File: src/rtl/even_parity_frame_rx.sv
// Serial frame receiver: start bit, DATA_W payload bits MSB first, even parity, stop bit.
// Reports payload, parity/framing errors and a saturating error count.
module even_parity_frame_rx #(
    parameter int DATA_W = 3,
    parameter int CNT_W  = 8
) (
    input  logic              clk,
    input  logic              rst,
    input  logic              in_valid,
    input  logic              serial_in,
    input  logic              clear_cnt,
    output logic [DATA_W-1:0] data_out,
    output logic              out_valid,
    output logic              parity_err,
    output logic              frame_err,
    output logic [CNT_W-1:0]  err_count,
    output logic              busy
);

    localparam int BIT_W = $clog2(DATA_W + 1);

    typedef enum logic [1:0] {IDLE, DATA, PARITY, STOP} state_t;

    state_t            state, state_next;
    logic [BIT_W-1:0]  bit_cnt;
    logic [DATA_W-1:0] shift;
    logic              par_bit;
    logic              done;
    logic              par_bad;
    logic              frame_bad;

    assign done      = in_valid && (state == STOP);
    assign par_bad   = ^{shift, par_bit};
    assign frame_bad = !serial_in;
    assign busy      = (state != IDLE);

    always_ff @(posedge clk) begin
        if (rst) state <= IDLE;
        else     state <= state_next;
    end

    always_comb begin
        state_next = state;
        if (in_valid) begin
            case (state)
                IDLE:    if (!serial_in) state_next = DATA;
                DATA:    if (bit_cnt == BIT_W'(DATA_W - 1)) state_next = PARITY;
                PARITY:  state_next = STOP;
                STOP:    state_next = IDLE;
                default: state_next = IDLE;
            endcase
        end
    end

    always_ff @(posedge clk) begin
        if (rst) begin
            bit_cnt    <= '0;
            shift      <= '0;
            par_bit    <= 1'b0;
            data_out   <= '0;
            out_valid  <= 1'b0;
            parity_err <= 1'b0;
            frame_err  <= 1'b0;
        end else begin
            out_valid <= done;
            if (in_valid) begin
                case (state)
                    IDLE: bit_cnt <= '0;
                    DATA: begin
                        // truncating cast keeps the shift legal for DATA_W == 1
                        shift   <= DATA_W'({shift, serial_in});
                        bit_cnt <= bit_cnt + 1'b1;
                    end
                    PARITY: par_bit <= serial_in;
                    STOP: begin
                        data_out   <= shift;
                        parity_err <= par_bad;
                        frame_err  <= frame_bad;
                    end
                    default: ;
                endcase
            end
        end
    end

    always_ff @(posedge clk) begin
        if (rst)
            err_count <= '0;
        else if (clear_cnt)
            err_count <= '0;
        else if (done && (par_bad || frame_bad) && (err_count != '1))
            err_count <= err_count + 1'b1;
    end

endmodule

File: config.mk
export PLATFORM = sky130hd
export DESIGN_NAME = even_parity_frame_rx
export DESIGN_NICKNAME = d
export VERILOG_FILES = /design/src/rtl/even_parity_frame_rx.sv
export SDC_FILE = /design/constraint.sdc
export NUM_CORES = 1
export LEC_CHECK = 0
export BUFFER_PORTS_ARGS = -buffer_cell sky130_fd_sc_hd__buf_2
export CAP_MARGIN = 20
export CORE_ASPECT_RATIO = 1.4
export CORE_MARGIN = 2
export CORE_UTILIZATION = 48
export DETAILED_ROUTE_END_ITERATION = 12
export PLACE_DENSITY = 0.73
export SYNTH_ARGS = -nofsm -noshare
export SYNTH_HDL_FRONTEND = slang
export SYNTH_SLANG_ARGS = --single-unit
File: constraint.sdc
create_clock -name clk -period 1.7 [get_ports clk]
set_clock_uncertainty 0.2 [all_clocks]
set_input_delay 0.34 -clock clk [delete_from_list [all_inputs] [get_ports clk]]
set_output_delay 0.34 -clock clk [all_outputs]
set_load 0.02 [all_outputs]
==> flow_metrics.py, run 1 <==
metrics = {
    "setup_path": {
        "startpoint": "state[0]$_SDFFE_PP0P_",
        "critPathRequiredTime_ps": 1160,
        "worstPathCellList": "inv_2 -> ha_4 -> inv_1 -> buf_4",
        "reg2reg_setup_slack_ps": 70,
        "cp.arrival_ps": 1100,
        "critPathMaxStageDelay_ps": 390,
        "path_max_fanout": 4,
        "r2r_end": "err_count[6]$_SDFFE_PP0P_",
        "crit_path_end_kind": "output pin",
        "cp-endpoint": "busy",
        "critPathKind": "flip-flop to output pin",
        "r2r_start": "par_bit$_SDFFE_PP0P_",
        "reg2regPathDepth": 4,
        "cp_slowest_cell": "dfxtp_2",
        "start_kind": "flip-flop",
    },
    "logic_synthesis": {
        "ys_seq_elements": 22,
        "seq_area_frac_synth_pct": 39.02,
        "synth_edf_count": 0,
        "synth_cell_types": 31,
        "yosys-top-cells-area": "dfxtp_1 39%, nand2_1 7.3%, mux2i_1 7.1%",
        "syn-cell-area_um2": 1129,
        "ys_top_cells_by_count": "22 x dfxtp_1, 22 x nand2_1, 12 x a21oi_1, 11 x nor2_1, 8 x mux2i_1",
        "syn_nets": 140,
        "syn_avg_cell_area_um2": 8.749,
        "yosysTopAreaCell": "dfxtp_1",
        "yosysWarnings": 0,
        "yosysTopAreaCellShare_pct": 39.02,
        "postSynth.asyncResetShare_pct": 0,
        "syn_inst": 129,
        "synth_flop_cell": "dfxtp_1",
    },
    "floorplanning": {
        "die_w_um": 44.98,
        "die_area_um2": 2760,
        "initial_utilization_pct": 51.25,
        "io_pins": 20,
        "core_region_area_um2": 2202,
        "rows": 20,
        "dieHeight_um": 61.37,
    },
    "routing": {
        "wire_per_inst_um": 13.99,
        "drt-pass1-iter-count": 4,
        "vias": 1003,
        "routed_via_density": 5.798,
        "route.detailed.drc": 0,
        "routed_wl_mm": 2.421,
        "postRouteAntennaNets": 0,
        "initialDrtViolationCount": 25,
    },
    "clocking": {
        "cts_tree": "built",
        "cts-buffers-inserted": 3,
        "hold_buffers": 0,
        "clkLatencyLatePin_ps": 310,
        "cts_root_buf": "clkbuf_4",
        "path_clk_slew_ps": 130,
        "htree_levels": 1,
        "clockBufferDepth": 2,
        "clock-sinks": 22,
    },
    "final_layout": {
        "diodes": 0,
        "stdcell_count": 173,
        "final_layout_size_suffix_gt1_share_pct": 29.14,
        "nets": 163,
        "area_growth_pct": 18.07,
    },
    "timing": {
        "setup_violations": 0,
        "rsz0062_at_grt": "yes",
        "relSlewSlack_pct": 65.57,
        "period_needed_ps": 1636,
        "finalSetupTns_ps": 0,
        "finalCritPeriodShare_pct": 96.22,
        "fmax_ghz": 0.6114,
        "finalHoldViolCount": 0,
        "tightest_slew_ps": 514.0,
        "slew_violations": 0,
        "hold_slack_ps": 194.5,
    },
    "placement": {
        "portBuffers": 19,
        "place_congestion": 0.8939,
        "hpwl_mm": 1.705,
        "dp.cells": 169,
    },
    "global_routing": {
        "grt_pass1_vias": 891,
        "overflow": 0,
        "grt_first_pass_wirelength_mm": 3.960,
        "grt_max_degree": 22,
        "antenna_found_initial": 0,
        "grt_usage_pct": 19.21,
    },
    "power_and_ir_drop": {
        "peakVddDrop_v": 0.0007529,
        "power_density_nw_per_um2": 793.9,
        "p_leak_nw": 0.5286,
    },
    "outcome": {
        "status": "finished, final reports clean",
    },
    "job": {
        "timing.max_cap.violations": 0,
    },
    "worst_hold_path": {
        "worstHoldPathType": "input pin to flip-flop",
    },
}
-- worst min-delay path by stage --
stage                             start                        end  slack, ps  cells past startpoint
2_1_floorplan   bit_cnt[1]$_SDFFE_PP0P_    bit_cnt[1]$_SDFFE_PP0P_        260                      2
3_3_place_gp   data_out[2]$_SDFFE_PP0P_   data_out[2]$_SDFFE_PP0P_        240                      2
3_5_place_dp   data_out[0]$_SDFFE_PP0P_   data_out[0]$_SDFFE_PP0P_        240                      2
4_1_cts                       clear_cnt  err_count[2]$_SDFFE_PP0P_        190                      3
5_1_grt                       clear_cnt  err_count[2]$_SDFFE_PP0P_        180                      3
6_report                      clear_cnt  err_count[5]$_SDFFE_PP0P_        190                      3
-- repair_timing --
item	in CTS	in global routing
pin swaps	0	2
gates resized for setup	4	11
buffers inserted	0	0
endpoints found under the setup margin	3	7
-- worst max-delay path, delay by kind of cell, from the launching register on --
family | cells | cell delay, ps
fa+ha+maj | 1 | 160
flops | 1 | 390
buf+inv | 3 | 240
-- sequential cells by signal, summed over array words and instances (netlist names) --
register    count
bit_cnt         2
data_out        3
err_count       8
frame_err       1
out_valid       1
par_bit         1
parity_err      1
shift           3
state           2
-- where the power goes --
part	switching (mW)	leakage, nW	total (mW)	internal, mW
Combinational	0.0715	0.321	0.119	0.0479
Clock	0.166	0.0279	0.404	0.238
Sequential	0.00986	0.180	0.534	0.524
Total	0.247	0.529	1.06	0.810
-- through the flow --
stage / setup slack (ps) / utilization (%) / area (um^2) / power [mW]
floorplan: 61.82 / - / 1129 / 0.6205
global placement: 84.25 / 56.31 / 1240 / 0.6433
detailed placement: -0.8503 / 56.31 / 1240 / 0.6493
CTS: 2.579 / 59.03 / 1300 / 1.057
global route: -14.96 / 60.51 / 1333 / 1.109
finish: 64.31 / 60.51 / 1333 / 1.058
-- cell families after synthesis --
group / synth area share, %
AO/OA/AOI/OAI: 14.41
XOR/XNOR: 4.324
adder cells (fa/ha/maj): 6.652
buffers and inverters: 5.653
flip-flops: 39.02
multiplexers: 7.096
AND/OR/NAND/NOR: 22.84
-- layout make-up --
| cell class | count | area, um^2 |
|---|---|---|
| fill | 199 | 869.6 |
| multi-input combinational | 96 | 651.9 |
| sequential | 22 | 447.9 |
| timing repair buffer | 23 | 127.6 |
| clock inverter | 1 | 30.03 |
| tap | 22 | 27.53 |
| inverter | 6 | 25.02 |
| clock buffer | 3 | 22.52 |
-- routing by layer --
metal,GRT usage (%),part of all wire [%]
met1,23.37,42
met2,32.65,53
met3,3.226,3.3
met4,8.824,1.1
met5,0,0
-- layout by cell type, fill, tap and decap left out, drive strengths merged --
cell type,Yosys,layout
nand2,23,23
buf,3,23
dfxtp,22,22
a21oi,12,12
nor2,12,12
mux2i,8,8
or3,6,6
ha,6,6
inv,6,6
a211oi,6,6
nand3,5,5
xnor2,3,3
nand4,3,3
clkbuf,2,3
and2,2,2
o21ai,1,1
and3,1,1
nand4b,1,1
a221oi,1,1
a2111oi,1,1
nor3,1,1
or2b,1,1
a2111o,1,1
o211a,1,1
o2111ai,1,1
bufinv,0,1
No activity file was read; power rests on OpenSTA's default activity.
==> run 2: changes to the inputs <==
Settings changed: CAP_MARGIN 20 to unset, MAX_ROUTING_LAYER set to met4.
==> flow_metrics.py, run 2 (synthesized netlist as in run 1, its figures left out) <==
metrics = {
    "outcome": {
        "status": "finished, final reports clean",
    },
    "placement": {
        "place_congestion": 0.9091,
        "portBuffers": 19,
        "place_area_um2": 1240,
        "hpwl_mm": 1.705,
    },
    "final_layout": {
        "area_growth_pct": 18.07,
        "n_fill_cell": 199,
        "top_regs": "err_count x8, data_out x3, shift x3",
        "nets": 163,
        "final_layout_size_suffix_gt1_share_pct": 29.14,
        "final_common_cell": "nand2_1",
        "finalInstanceArea_um2": 1333,
        "layout_common_cells": "22 x nand2_1, 18 x dfxtp_1, 18 x buf_2, 12 x a21oi_1, 10 x nor2_1",
        "largest_reg_flops": 8,
        "diodes": 0,
        "regMostFlops": "err_count",
    },
    "routing": {
        "route.detailed.drc": 0,
        "routed_via_density": 5.775,
        "vias": 999,
        "wire_per_inst_um": 14.06,
        "postRouteAntennaNets": 0,
        "routed_wl_mm": 2.433,
        "initialDrtViolationCount": 14,
        "drt-pass1-iter-count": 4,
    },
    "power_and_ir_drop": {
        "p_leak_nw": 0.5286,
        "peakVddDrop_v": 0.0007521,
        "netSwitchingPower_mw": 0.2494,
        "p_int_mw": 0.8105,
        "power_density_nw_per_um2": 795.4,
        "p_comb_share_pct": 11.3,
        "clockPowerShare_pct": 38.3,
        "sequentialPowerShare_pct": 50.4,
        "switching_share_pct": 23.53,
    },
    "setup_path": {
        "reg2regPathDepth": 4,
        "start_kind": "flip-flop",
        "critPathRequiredTime_ps": 1160,
        "cp.arrival_ps": 1100,
        "path_max_fanout": 4,
        "critPathKind": "flip-flop to output pin",
        "crit_path_end_kind": "output pin",
    },
    "floorplanning": {
        "die_area_um2": 2760,
        "die_w_um": 44.98,
        "initial_utilization_pct": 51.25,
        "io_pins": 20,
        "rows": 20,
        "core_region_area_um2": 2202,
        "dieHeight_um": 61.37,
    },
    "timing": {
        "setup_violations": 0,
        "finalCritPeriodShare_pct": 96.21,
        "slew_violations": 0,
        "finalHoldViolCount": 0,
        "tightest_slew_ps": 525.7,
        "fmax_ghz": 0.6114,
        "period_needed_ps": 1636,
        "relSlewSlack_pct": 64.78,
        "finalSetupTns_ps": 0,
        "rsz0062_at_grt": "yes",
    },
    "global_routing": {
        "grt_pass1_vias": 895,
        "overflow": 0,
        "grt_usage_pct": 19.74,
        "grt_first_pass_wirelength_mm": 3.960,
        "antenna_found_initial": 0,
        "grt_max_degree": 22,
    },
    "clocking": {
        "clkLatencyLatePin_ps": 310,
        "path_clk_slew_ps": 130,
        "clockBufferDepth": 2,
        "clock-sinks": 22,
        "htree_levels": 1,
        "post_cts_buffers": 0,
        "cts_tree": "built",
        "cts_root_buf": "clkbuf_4",
        "cts-buffers-inserted": 3,
    },
    "worst_hold_path": {
        "hold_path_depth": 3,
        "worstHoldPathType": "input pin to flip-flop",
    },
    "job": {
        "timing.max_cap.violations": 0,
    },
}
run 2: cell counts in the layout (fill, tap and decap cells not counted):
Identical to the previous run, type by type.
run 2: final cells by class:
class                      instances  area, um^2  area share (%)
tap                               22       27.53           2.066
multi-input combinational         96       651.9           48.92
sequential                        22       447.9           33.62
timing repair buffer              23       127.6           9.577
inverter                           6       25.02           1.878
clock inverter                     1       30.03           2.254
clock buffer                       3       22.52           1.690
run 2: worst paths after layout:
| path | start | slack, ps | endpoint |
|---|---|---|---|
| max reg2reg | par_bit$_SDFFE_PP0P_ | 70 | err_count[6]$_SDFFE_PP0P_ |
| max | state[0]$_SDFFE_PP0P_ | 60 | busy |
| min | clear_cnt | 200 | err_count[5]$_SDFFE_PP0P_ |
| min reg2reg | data_out[0]$_SDFFE_PP0P_ | 260 | data_out[0]$_SDFFE_PP0P_ |
run 2: power by group through the flow:
stage / combinational, mW / clock, mW / sequential [mW]
6_report: 0.120 / 0.406 / 0.534
2_1_floorplan: 0.0779 / 0 / 0.543
3_5_place_dp: 0.105 / 0 / 0.544
4_1_cts: 0.109 / 0.414 / 0.534
5_1_grt: 0.134 / 0.439 / 0.536
3_3_place_gp: 0.101 / 0 / 0.543
run 2: critical path, cell delays in order, from the launching register on:
cell,delay [ps]
dfxtp_2,390
inv_2,60
ha_4,160
inv_1,50
buf_4,130
run 2: timing repair:
action / 4_1_cts / 5_1_grt
hold buffers: 0 / 0
gates resized for setup: 4 / 11
gates cloned: 0 / 0
setup endpoints to repair: 3 / 7
pin swaps: 0 / 2
run 2: routing by layer:
metal | vias to the layer above | wire length [um] | track usage [%]
li1 | 498 | - | -
met1 | 475 | 1038 | 23.19
met2 | 24 | 1293 | 32.65
met3 | 2 | 79 | 3.226
met4 | 0 | 22 | 8.824
met5 | - | 0 | -
run 2: stage by stage:
stage / hold slack [ps] / total power, mW / util (%) / setup WS [ps] / cells
3_3_place_gp: 241.7 / 0.6433 / 56.31 / 84.25 / 169
6_report: 197.9 / 1.060 / 60.51 / 64.47 / 173
4_1_cts: 189.4 / 1.057 / 59.03 / 2.579 / 173
5_1_grt: 181.3 / 1.109 / 60.51 / -14.96 / 173
2_1_floorplan: 258.5 / 0.6205 / - / 61.82 / 129
3_5_place_dp: 244.6 / 0.6493 / 56.31 / -0.8503 / 169
==> run 3: changes to the inputs <==
Settings changed: PLACE_DENSITY 0.73 to 0.77.
==> flow_metrics.py, run 3 (synthesized netlist as in run 1, its figures left out) <==
metrics = {
    "outcome": {
        "status": "finished, final reports clean",
    },
    "final_layout": {
        "final_layout_size_suffix_gt1_share_pct": 30.32,
        "top_regs": "err_count x8, data_out x3, shift x3",
        "largest_reg_flops": 8,
        "area_growth_pct": 21.62,
        "fin_util_pct": 62.33,
        "diodes": 0,
        "multi_input_area_um2": 670.6,
        "regMostFlops": "err_count",
        "n_fill_cell": 197,
        "layout_common_cells": "22 x nand2_1, 19 x dfxtp_1, 18 x buf_2, 12 x a21oi_1, 10 x nor2_1",
        "ff_latch_area_um2": 444.2,
        "stdcell_count": 177,
        "nets": 167,
        "final_common_cell": "nand2_1",
        "finalInstanceArea_um2": 1373,
    },
    "floorplanning": {
        "die_w_um": 44.98,
        "core_region_area_um2": 2202,
        "dieHeight_um": 61.37,
        "rows": 20,
        "die_area_um2": 2760,
        "initial_utilization_pct": 51.25,
        "io_pins": 20,
    },
    "setup_path": {
        "critPathKind": "flip-flop to flip-flop",
        "critPathRequiredTime_ps": 1740,
        "path_max_fanout": 6,
        "cp.arrival_ps": 1710,
        "start_kind": "flip-flop",
        "crit_path_end_kind": "flip-flop",
    },
    "placement": {
        "portBuffers": 19,
        "place_congestion": 0.8803,
        "place_area_um2": 1240,
        "dp.cells": 169,
        "place_ws_ps": -43.31,
        "hpwl_mm": 1.750,
    },
    "power_and_ir_drop": {
        "p_int_mw": 0.8213,
        "power_density_nw_per_um2": 777.4,
        "peakVddDrop_v": 0.0004982,
        "netSwitchingPower_mw": 0.2457,
        "power_mw": 1.067,
        "clockPowerShare_pct": 37.1,
        "switching_share_pct": 23.03,
        "sequentialPowerShare_pct": 50.0,
        "p_leak_nw": 0.5475,
        "p_comb_share_pct": 12.9,
    },
    "clocking": {
        "clockBufferDepth": 2,
        "clkLatencyLatePin_ps": 300,
        "htree_levels": 1,
        "cts_root_buf": "clkbuf_4",
        "cts_tree": "built",
        "clock-sinks": 22,
        "cts-buffers-inserted": 3,
        "path_clk_slew_ps": 130,
    },
    "timing": {
        "finalCritPeriodShare_pct": 98.22,
        "finalHoldViolCount": 0,
        "period_needed_ps": 1670,
        "rsz0062_at_grt": "yes",
        "finalSetupTns_ps": 0,
        "slew_violations": 0,
        "tightest_slew_ps": 350.7,
        "fmax_ghz": 0.5989,
        "relSlewSlack_pct": 76.02,
        "hold_slack_ps": 211.7,
        "setup_violations": 0,
        "fin_ws_ps": 30.21,
    },
    "global_routing": {
        "grt_max_degree": 22,
        "grt_usage_pct": 20.79,
        "grt_first_pass_wirelength_mm": 4.091,
        "antenna_found_initial": 0,
        "overflow": 0,
        "grt_pass1_vias": 1012,
    },
    "worst_hold_path": {
        "worstHoldPathType": "input pin to flip-flop",
    },
    "routing": {
        "initialDrtViolationCount": 17,
        "drt-pass1-iter-count": 4,
        "route.detailed.drc": 0,
        "wire_per_inst_um": 14.57,
        "postRouteAntennaNets": 0,
        "vias": 1031,
        "routed_via_density": 5.825,
        "routed_wl_mm": 2.579,
    },
    "job": {
        "timing.max_cap.violations": 0,
    },
}
## run 3: cell count changes in the layout (fill, tap and decap cells not counted), sizes merged
cell    before  now
buf         23   26
clkbuf       3    4
## run 3: metal layers
layer  track usage (%)  up-vias  share of wire, %
li1                  -      506                 -
met2             38.98       28                58
met3             3.226        2               4.6
met1             19.93      495                37
met5                 -        -                 0
met4             10.50        0              0.89
## run 3: repair_timing
item / CTS / global route
setup endpoints to repair: 4 / 9
hold buffers: 0 / 0
pin swaps: 0 / 5
gates cloned: 0 / 0
resized for setup: 5 / 9
buffers inserted: 2 / 2
## run 3: worst paths after layout
check / startpoint / endpoint / slack, ps / cells past startpoint
worst min-delay path: rst / bit_cnt[1]$_SDFFE_PP0P_ / 210 / 2
worst max register to register: state[1]$_SDFFE_PP0P_ / err_count[4]$_SDFFE_PP0P_ / 30 / 5
worst min register to register: data_out[2]$_SDFFE_PP0P_ / data_out[2]$_SDFFE_PP0P_ / 260 / 2
worst max-delay path: state[1]$_SDFFE_PP0P_ / err_count[4]$_SDFFE_PP0P_ / 30 / 5
## run 3: power by group through the flow
stage	registers [mW]	logic (mW)	clock network, mW
floorplan	0.543	0.0779	0
global route	0.534	0.153	0.434
finish	0.533	0.138	0.396
detailed placement	0.544	0.107	0
CTS	0.532	0.120	0.408
global placement	0.543	0.100	0
## run 3: worst max-delay path: stages (launching register included)
cell	delay, ps
dfxtp_2	370
ha_1	170
and2_2	210
nand4_1	110
a211oi_1	330
mux2i_1	210
## run 3: layout make-up
class	count	area share (%)
Inverter	6	1.641
Clock inverter	1	2.188
Sequential cell	22	32.36
Multi-Input combinational cell	96	48.86
Timing Repair Buffer	27	11.30
Tap cell	22	2.005
Clock buffer	3	1.641
